**src/rtl/uart_tx_fifo.sv**
```systemverilog
// Buffered 8N1 UART transmitter: a small circular FIFO feeding a start/data/stop
// serializer. All outputs, including DataInReady and Busy, are registered.
module uart_tx_fifo #(
  parameter int unsigned CLOCK_FREQ = 50_000_000,
  parameter int unsigned BAUD_RATE  = 115_200,
  parameter int unsigned FIFO_DEPTH = 8
) (
  input  logic                          CLK,
  input  logic                          reset,
  input  logic [7:0]                    DataIn,
  input  logic                          DataInValid,
  output logic                          DataInReady,
  output logic                          SOut,
  output logic                          Busy,
  output logic [$clog2(FIFO_DEPTH):0]   Count
);

  localparam int unsigned N  = CLOCK_FREQ / BAUD_RATE;
  localparam int unsigned AW = $clog2(FIFO_DEPTH);
  localparam int unsigned CW = AW + 1;
  localparam int unsigned BW = (N > 1) ? $clog2(N) : 1;

  typedef enum logic [1:0] {IDLE, START, DATA, STOP} state_t;

  state_t          state;
  logic [7:0]      mem [FIFO_DEPTH];
  logic [AW-1:0]   wr_ptr;
  logic [AW-1:0]   rd_ptr;
  logic [BW-1:0]   baud_cnt;
  logic [2:0]      bit_idx;
  logic [7:0]      shift;

  logic            push;
  logic            pop;
  logic            bit_done;
  logic            busy_nxt;
  logic [CW-1:0]   count_nxt;

  // Handshake and pop decode; Ready is a register, so push never loops back to it.
  always_comb begin
    bit_done  = (baud_cnt == BW'(N - 1));
    push      = DataInValid && DataInReady;
    pop       = (Count != '0) && ((state == IDLE) || ((state == STOP) && bit_done));
    count_nxt = Count + CW'(push) - CW'(pop);
    busy_nxt  = (count_nxt != '0) || pop ||
                ((state != IDLE) && !((state == STOP) && bit_done));
  end

  always_ff @(posedge CLK) begin
    if (!reset && push) mem[wr_ptr] <= DataIn;
  end

  always_ff @(posedge CLK) begin
    if (reset) begin
      state       <= IDLE;
      wr_ptr      <= '0;
      rd_ptr      <= '0;
      Count       <= '0;
      DataInReady <= 1'b1;
      Busy        <= 1'b0;
      SOut        <= 1'b1;
      baud_cnt    <= '0;
      bit_idx     <= '0;
      shift       <= '0;
    end else begin
      Count       <= count_nxt;
      DataInReady <= (count_nxt != CW'(FIFO_DEPTH));
      Busy        <= busy_nxt;
      if (push) wr_ptr <= wr_ptr + AW'(1);
      if (pop)  rd_ptr <= rd_ptr + AW'(1);

      case (state)
        IDLE: begin
          SOut     <= 1'b1;
          baud_cnt <= '0;
          if (pop) begin
            shift <= mem[rd_ptr];
            state <= START;
            SOut  <= 1'b0;
          end
        end
        START: begin
          if (bit_done) begin
            baud_cnt <= '0;
            bit_idx  <= '0;
            state    <= DATA;
            SOut     <= shift[0];
          end else begin
            baud_cnt <= baud_cnt + BW'(1);
          end
        end
        DATA: begin
          if (bit_done) begin
            baud_cnt <= '0;
            if (bit_idx == 3'd7) begin
              state <= STOP;
              SOut  <= 1'b1;
            end else begin
              bit_idx <= bit_idx + 3'd1;
              shift   <= shift >> 1;
              SOut    <= shift[1];
            end
          end else begin
            baud_cnt <= baud_cnt + BW'(1);
          end
        end
        STOP: begin
          if (bit_done) begin
            baud_cnt <= '0;
            // Back-to-back frames: reload straight into START with no idle bit.
            if (pop) begin
              shift <= mem[rd_ptr];
              state <= START;
              SOut  <= 1'b0;
            end else begin
              state <= IDLE;
            end
          end else begin
            baud_cnt <= baud_cnt + BW'(1);
          end
        end
        default: state <= IDLE;
      endcase
    end
  end

endmodule
```
**config.mk**
```make
export PLATFORM = sky130hd
export DESIGN_NAME = uart_tx_fifo
export DESIGN_NICKNAME = d
export VERILOG_FILES = /design/src/rtl/uart_tx_fifo.sv
export SDC_FILE = /design/constraint.sdc
export NUM_CORES = 1
export LEC_CHECK = 0
export CELL_PAD_IN_SITES_DETAIL_PLACEMENT = 2
export CELL_PAD_IN_SITES_GLOBAL_PLACEMENT = 2
export CORE_MARGIN = 4
export CORE_UTILIZATION = 44
export CTS_CLUSTER_DIAMETER = 200
export DETAILED_ROUTE_END_ITERATION = 16
export PLACE_DENSITY = 0.8
export RECOVER_POWER = 25
export SLEW_MARGIN = 5
export SYNTH_ARGS = -nofsm -noshare
export SYNTH_HDL_FRONTEND = slang
export SYNTH_SLANG_ARGS = --single-unit
export TNS_END_PERCENT = 10
```
**constraint.sdc**
```tcl
create_clock -name CLK -period 2.9 [get_ports CLK]
set_input_delay 0.29 -clock CLK [delete_from_list [all_inputs] [get_ports CLK]]
set_output_delay 0.29 -clock CLK [all_outputs]
set_load 0.01 [all_outputs]
```
==> results of run 1 <==
==> metrics by stage <==
| step | util (%) | worst slack, ns | hold slack [ns] | power [mW] | std cells |
|---|---|---|---|---|---|
| after detailed placement | 48.5 | 0.00329 | 0.469 | 3.22 | 456 |
| after floorplan | - | 0.463 | 0.389 | 2.78 | 303 |
| after global routing | 51.2 | -0.100 | 0.497 | 4.49 | 476 |
| final | 51.2 | 0.0837 | 0.458 | 4.22 | 476 |
| after global placement | 48.5 | 0.299 | 0.461 | 3.10 | 456 |
| after CTS | 50.6 | 0.0235 | 0.498 | 4.14 | 472 |
==> placed cells by master (no fill, tap or decap), drive strengths merged, types with 9 or more instances in the layout <==
cell type      netlist  final
a22o                13     13
clkbuf               4      9
clkdlybuf4s50        0     11
nor2                40     40
ha                  16     16
inv                 10     14
dfxtp               38     38
edfxtp              64     64
buf                  5     16
mux4                16     16
nand2               12     12
==> state kept, by name, indices dropped and copies added, names as in the netlist, named ones only <==
signal	count
SOut	1
shift	8
bit_idx	3
rd_ptr	3
mem	64
Busy	1
baud_cnt	9
state	2
DataInReady	1
Count	4
wr_ptr	3
==> worst max path at each step <==
stage,start,end,slack (ns),cells after the start
CTS,baud_cnt[1]$_SDFF_PP0_,Busy$_SDFF_PP0_,0.02,12
global placement,baud_cnt[0]$_SDFF_PP0_,Busy$_SDFF_PP0_,0.30,11
global route,baud_cnt[1]$_SDFF_PP0_,Busy$_SDFF_PP0_,-0.10,12
detailed placement,baud_cnt[0]$_SDFF_PP0_,Busy$_SDFF_PP0_,0.003,11
floorplan,baud_cnt[1]$_SDFF_PP0_,Busy$_SDFF_PP0_,0.46,12
finish,baud_cnt[1]$_SDFF_PP0_,Busy$_SDFF_PP0_,0.08,12
==> cell families (layout without fill, tap and decap cells) <==
family | count (synthesis) | after routing
AOI/OAI and AO/OA | 41 | 41
DFF | 102 | 102
muxes | 29 | 29
buffers and inverters | 19 | 59
xor gates and xnor gates | 14 | 14
and+or+nand+nor | 81 | 81
adders and majority gates | 17 | 17
==> report_power, final <==
part | internal [mW] | switching, mW
sequential | 1.70 | 0.137
combinational | 0.716 | 0.789
clock | 0.338 | 0.544
total | 2.75 | 1.47
==> synthesized netlist by cell type, types with 2 or more instances <==
| cell type | count |
|---|---|
| a211oi_1 | 2 |
| a21o_1 | 3 |
| a21oi_1 | 8 |
| a22o_1 | 13 |
| a31oi_1 | 2 |
| and2_1 | 3 |
| buf_6 | 2 |
| clkbuf_1 | 4 |
| dfxtp_1 | 38 |
| edfxtp_1 | 64 |
| ha_1 | 16 |
| inv_1 | 10 |
| mux2_2 | 6 |
| mux2i_1 | 7 |
| mux4_1 | 12 |
| mux4_2 | 4 |
| nand2_1 | 12 |
| nand2b_1 | 2 |
| nand3_1 | 8 |
| nand4b_1 | 2 |
| nor2_1 | 39 |
| nor2b_1 | 2 |
| nor3_1 | 3 |
| o21ai_0 | 4 |
| or3_1 | 2 |
| xnor2_1 | 8 |
| xor2_1 | 6 |
==> metal layers <==
layer / GRT usage (%) / vias up / share of wire [%]
li1: - / 1220 / -
met5: 0 / - / 0
met1: 23.4 / 1334 / 42
met3: 4.68 / 17 / 3.9
met2: 32.9 / 50 / 52
met4: 6.22 / 0 / 2.1
==> cell type report <==
cell class / instances / share of cell area, %
flip-flops and latches: 102 / 53.9
multi-input cells: 182 / 32.3
repair buffers: 33 / 5.82
well taps: 133 / 3.34
clock buffers: 9 / 2.49
clock inverters: 7 / 1.41
inverters: 10 / 0.753
==> timing repair <==
action,CTS,global route
gates resized for setup,2,7
setup buffers,0,4
endpoints found under the setup margin,1,2
pin swaps,0,2
==> results.md, run 1 <==
- Clk_lat worst skew: 0.38 ns
- Final setup vio count: 0
- Net Count, Synth: 331
- Worst R2R End: Busy$_SDFF_PP0_
- IO Pins: 18
- Worst Skew: 0.0188 ns
- Endpoints failing hold: 0
- CP delay by family, top: adder cells
- CTS tree: done
- Reg2reg start: baud_cnt[1]$_SDFF_PP0_
- Dpl cell area: 4720 um2
- Hold Path Depth: 1
- Worst Hold Class: flip-flop to flip-flop
- Final-layout fill cell count: 937
- Status: complete, no violations
- Critical path fanouts, max: 6
- Mapped cell area: 4360 um2
- CP max-delay cell: fa_1
- Worst R2R Setup Slack: 0.08 ns
- Worst endpoint required time: 3.14 ns
- Vias in the first global route: 2940
- Synth unique cells: 48
- Most used DFF post-synth: edfxtp_1
- Final period util: 97.1%
- Number of synthesized flops with an enable pin: 64
- CP Launch Type: flip-flop
- WL/cell: 21.5 um
- Initial antenna violation count: 0
- Clk Tree Root Cell: clkbuf_8
- XOR/XNOR Fraction of Synth Area: 2.81%
- Worst-case reg-to-reg path depth: 12
- Clock Sink Count: 102
- Core area: 9730 um2
- CP Data Arrival Time: 3.06 ns
- CP max stage delay: 0.41 ns
- Min cycle time layout: 2.82 ns
- Routability cong.: 0.758
- Post-synthesis adder-cell area fraction: 5.05%
- IO buf count: 17
- Peak Freq: 355 MHz
- Yosys top cell area share: 44.1%
- Die ar.: 11600 um2
- Largest net degree at the start of global routing: 22
- Leak pwr: 1.73 nW
- Cell count after synthesis: 303
- CP endpoint kind: flip-flop
- Post-synthesis sequential area ratio: 61.5%
- Drt first pass iters: 4
- Clk slew on worst S/H paths: 0.10 ns
- Starting Density: 44.8%
- Setup TNS Final: 0 ns
- Num CTS Buffers: 9
- Final nets: 366
- DRT antenna net count: 0
- Max-cap violations: 0
- Cell row count: 36
- Register Area: 2690 um2
- Seq cells post-synth: 102
- Slew Limit Fails: 0
- DR vias/cell: 5.51
- CTS Hold Buffers Added: 0
- CP bufs+invs: 2
- DRC: 0
- Longest Clk Path Bufs: 2
- YS warnings: 0
- Slew margin rel.: 52.3%
- Tot GR Track Use: 19.0%
- Die X: 108 um
- Simple-Gate Fraction of Synth Area: 8.93%
- Mux share of post-synthesis cell area: 12.5%
- Least-Margin Pin Slew: 0.714 ns
- Die height: 108 um
- First-pass GRT wire length: 16400 um
- Synth-to-layout area growth: 14.3%
- Final instance area: 4980 um2
- DP HPWL: 7000 um
- Hold path endpoint: baud_cnt[0]$_SDFF_PP0_
- Crit Path Class: flip-flop to flip-flop
- Area contributors post-synth: edfxtp_1, dfxtp_1, mux4_1, ha_1, nor2_1
- H-tree depth: 3
- Via Count: 2621
- Total wire length: 10200 um
- Pwr Density: 847 nW/um2
- DRT iter0 DRCs: 123
- Async set-reset flop share out of synthesis: 0%
- Worst VDD drop: 343 uV
- Share of cells above drive strength 1: 15.5%
- Worst hold start: baud_cnt[0]$_SDFF_PP0_
- Diodes inserted: 0
- Avg Cell Area, Syn: 14.4 um2
- Multi-input logic area: 1610 um2
- CP Cell Sequence: inv_1, ha_1, and4b_2, a31oi_4, nor2_4, xnor2_1, ha_1, inv_1, fa_1, xor2_2, and3b_2, a41oi_2
- Main combinational cell family by area after synthesis: multiplexers
- Post-synth top area cell: edfxtp_1
- Synth Area in Compound Gates: 6.83%
- Total grt overflow: 0
No activity file was read; power rests on OpenSTA's default activity.
==> run 2: changes to the inputs <==
--- a/config.mk
+++ b/config.mk
@@ -11,6 +11,7 @@
 export CORE_UTILIZATION = 44
 export CTS_CLUSTER_DIAMETER = 200
 export DETAILED_ROUTE_END_ITERATION = 16
+export GPL_TIMING_DRIVEN = 0
 export PLACE_DENSITY = 0.8
 export RECOVER_POWER = 25
 export SLEW_MARGIN = 5
==> run 2 against run 1 <==
Clock power grew 12%; power grew 1.5%; routed wire length grew 0.28%; clock-buffer cell count is the same; non-clock buffer count shrank 4.
==> results.md, run 2 (synthesis gave the netlist of run 1 again) <==
- H-tree depth: 3
- Starting Density: 44.8%
- Initial antenna violation count: 0
- Share of cells above drive strength 1: 12.7%
- Largest regs: mem: 64 flops, baud_cnt: 9 flops, shift: 8 flops
- DR vias/cell: 5.58
- Min cycle time layout: 2.71 ns
- Pwr Density: 861 nW/um2
- Core area: 9730 um2
- Commonest non-fill, non-tap cell in the layout: edfxtp_1
- Clk slew on worst S/H paths: 0.11 ns
- Worst endpoint required time: 3.14 ns
- Die height: 108 um
- WL/cell: 21.7 um
- Clock Sink Count: 102
- Leak pwr: 1.71 nW
- Worst Skew: 0.0163 ns
- Largest Register: mem
- Diodes inserted: 0
- Total power: 4.29 mW
- Num CTS Buffers: 9
- Worst Hold Class: flip-flop to flip-flop
- Sequential Power Share: 42.3%
- IO Pins: 18
- Proportion of power drawn by the clock network: 23.0%
- Worst VDD drop: 498 uV
- Critical path fanouts, max: 5
- Longest Clk Path Bufs: 2
- Switching part of the total power: 34.0%
- DRT antenna net count: 0
- IO buf count: 17
- Drt first pass iters: 4
- Die ar.: 11600 um2
- Internal power: 2.83 mW
- Total grt overflow: 0
- Dpl cell area: 4710 um2
- Cell row count: 36
- Largest register FFs: 64
- DRC: 0
- CTS tree: done
- Die X: 108 um
- Max-cap violations: 0
- Peak Freq: 369 MHz
- Final period util: 93.4%
- Tot GR Track Use: 18.7%
- CP endpoint kind: flip-flop
- CP Launch Type: flip-flop
- Largest net degree at the start of global routing: 21
- Clk_lat worst skew: 0.38 ns
- Most frequent cells in the layout: edfxtp_1, nor2_1, dfxtp_1
- Combinational share of power: 34.7%
- Dpl ws: -0.000780 ns
- First-pass GRT wire length: 16000 um
- Status: complete, no violations
- Sw Pwr: 1.46 mW
- Setup ws final: 0.192 ns
- Synth-to-layout area growth: 14.2%
- Via Count: 2632
- CP max-delay cell: dfxtp_1
- Clk Tree Root Cell: clkbuf_8
- Slew margin rel.: 30.3%
- Crit Path Class: flip-flop to flip-flop
- Endpoints failing hold: 0
- Min Hold Slack: 0.505 ns
- Vias in the first global route: 2823
- Hold Path Depth: 1
- Final nets: 362
- Final setup vio count: 0
- DP HPWL: 7270 um
- DRT iter0 DRCs: 106
- Final instance area: 4980 um2
- Total wire length: 10300 um
- Least-Margin Pin Slew: 1.04 ns
- Routability cong.: 0.762
- Worst-case reg-to-reg path depth: 11
- Slew Limit Fails: 0
- CP Data Arrival Time: 2.95 ns
- CP max stage delay: 0.43 ns
- Top cell by count, worst path: ha_1
- CP Cell Sequence: ha_1, and4b_2, a31oi_4, nor2_4, xnor2_1, ha_1, inv_1, fa_1, xor2_2, and3b_1, a41oi_1
==> run 2: stage by stage <==
| step | setup TNS [ns] | cells | utilization, % |
|---|---|---|---|
| floorplan | 0 | 303 | - |
| global placement | -0.323 | 453 | 48.3 |
| detailed placement | -0.000780 | 453 | 48.4 |
| CTS | 0 | 469 | 50.8 |
| global route | -0.0262 | 472 | 51.2 |
| finish | 0 | 472 | 51.2 |
==> run 2: final cells by class <==
type                    count  area, um2
plain buffers               9       66.3
clock buffers               9        124
clock inverters             7       97.6
fillers                   907       4750
inverters                  10       37.5
multi-input cells         182       1610
flip-flops and latches    102       2680
well taps                 133        166
repair buffers             20        193
==> run 2: what timing repair did <==
action                                  in CTS  in global routing
gates resized for setup                      2                  4
hold buffers                                 0                  0
buffers inserted                             0                  3
pin swaps                                    0                  1
endpoints found under the setup margin       1                  2
==> run 2: metal layers <==
metal | track usage [%] | routed length (um) | part of all wire, %
met5 | 0 | 0 | 0
met3 | 4.20 | 262 | 2.6
met4 | 5.95 | 162 | 1.6
met2 | 33.4 | 5420 | 53
met1 | 22.4 | 4420 | 43
==> run 2: path summary, 6_finish.rpt <==
path | start | slack [ns] | to
min reg2reg | shift[6]$_SDFFE_PP0P_ | 0.50 | shift[6]$_SDFFE_PP0P_
max reg2reg | baud_cnt[0]$_SDFF_PP0_ | 0.19 | Busy$_SDFF_PP0_
min | shift[6]$_SDFFE_PP0P_ | 0.50 | shift[6]$_SDFFE_PP0P_
max | baud_cnt[0]$_SDFF_PP0_ | 0.19 | Busy$_SDFF_PP0_
==> run 2: power groups by stage <==
stage	logic, mW	registers (mW)	clock network, mW
6_report	1.49	1.81	0.985
4_1_cts	1.45	1.81	1.02
3_5_place_dp	1.41	1.85	0
5_1_grt	1.64	1.83	1.07
3_3_place_gp	1.31	1.83	0
2_1_floorplan	0.955	1.82	0
==> run 2: worst max-delay path: cells and delay by family (launching register included) <==
| family | cells | cell delay [ns] |
|---|---|---|
| adders and majority gates | 3 | 0.79 |
| and+or+nand+nor | 3 | 0.75 |
| DFF | 1 | 0.43 |
| xor gates and xnor gates | 2 | 0.31 |
| AOI/OAI and AO/OA | 2 | 0.24 |
| buffers and inverters | 1 | 0.05 |
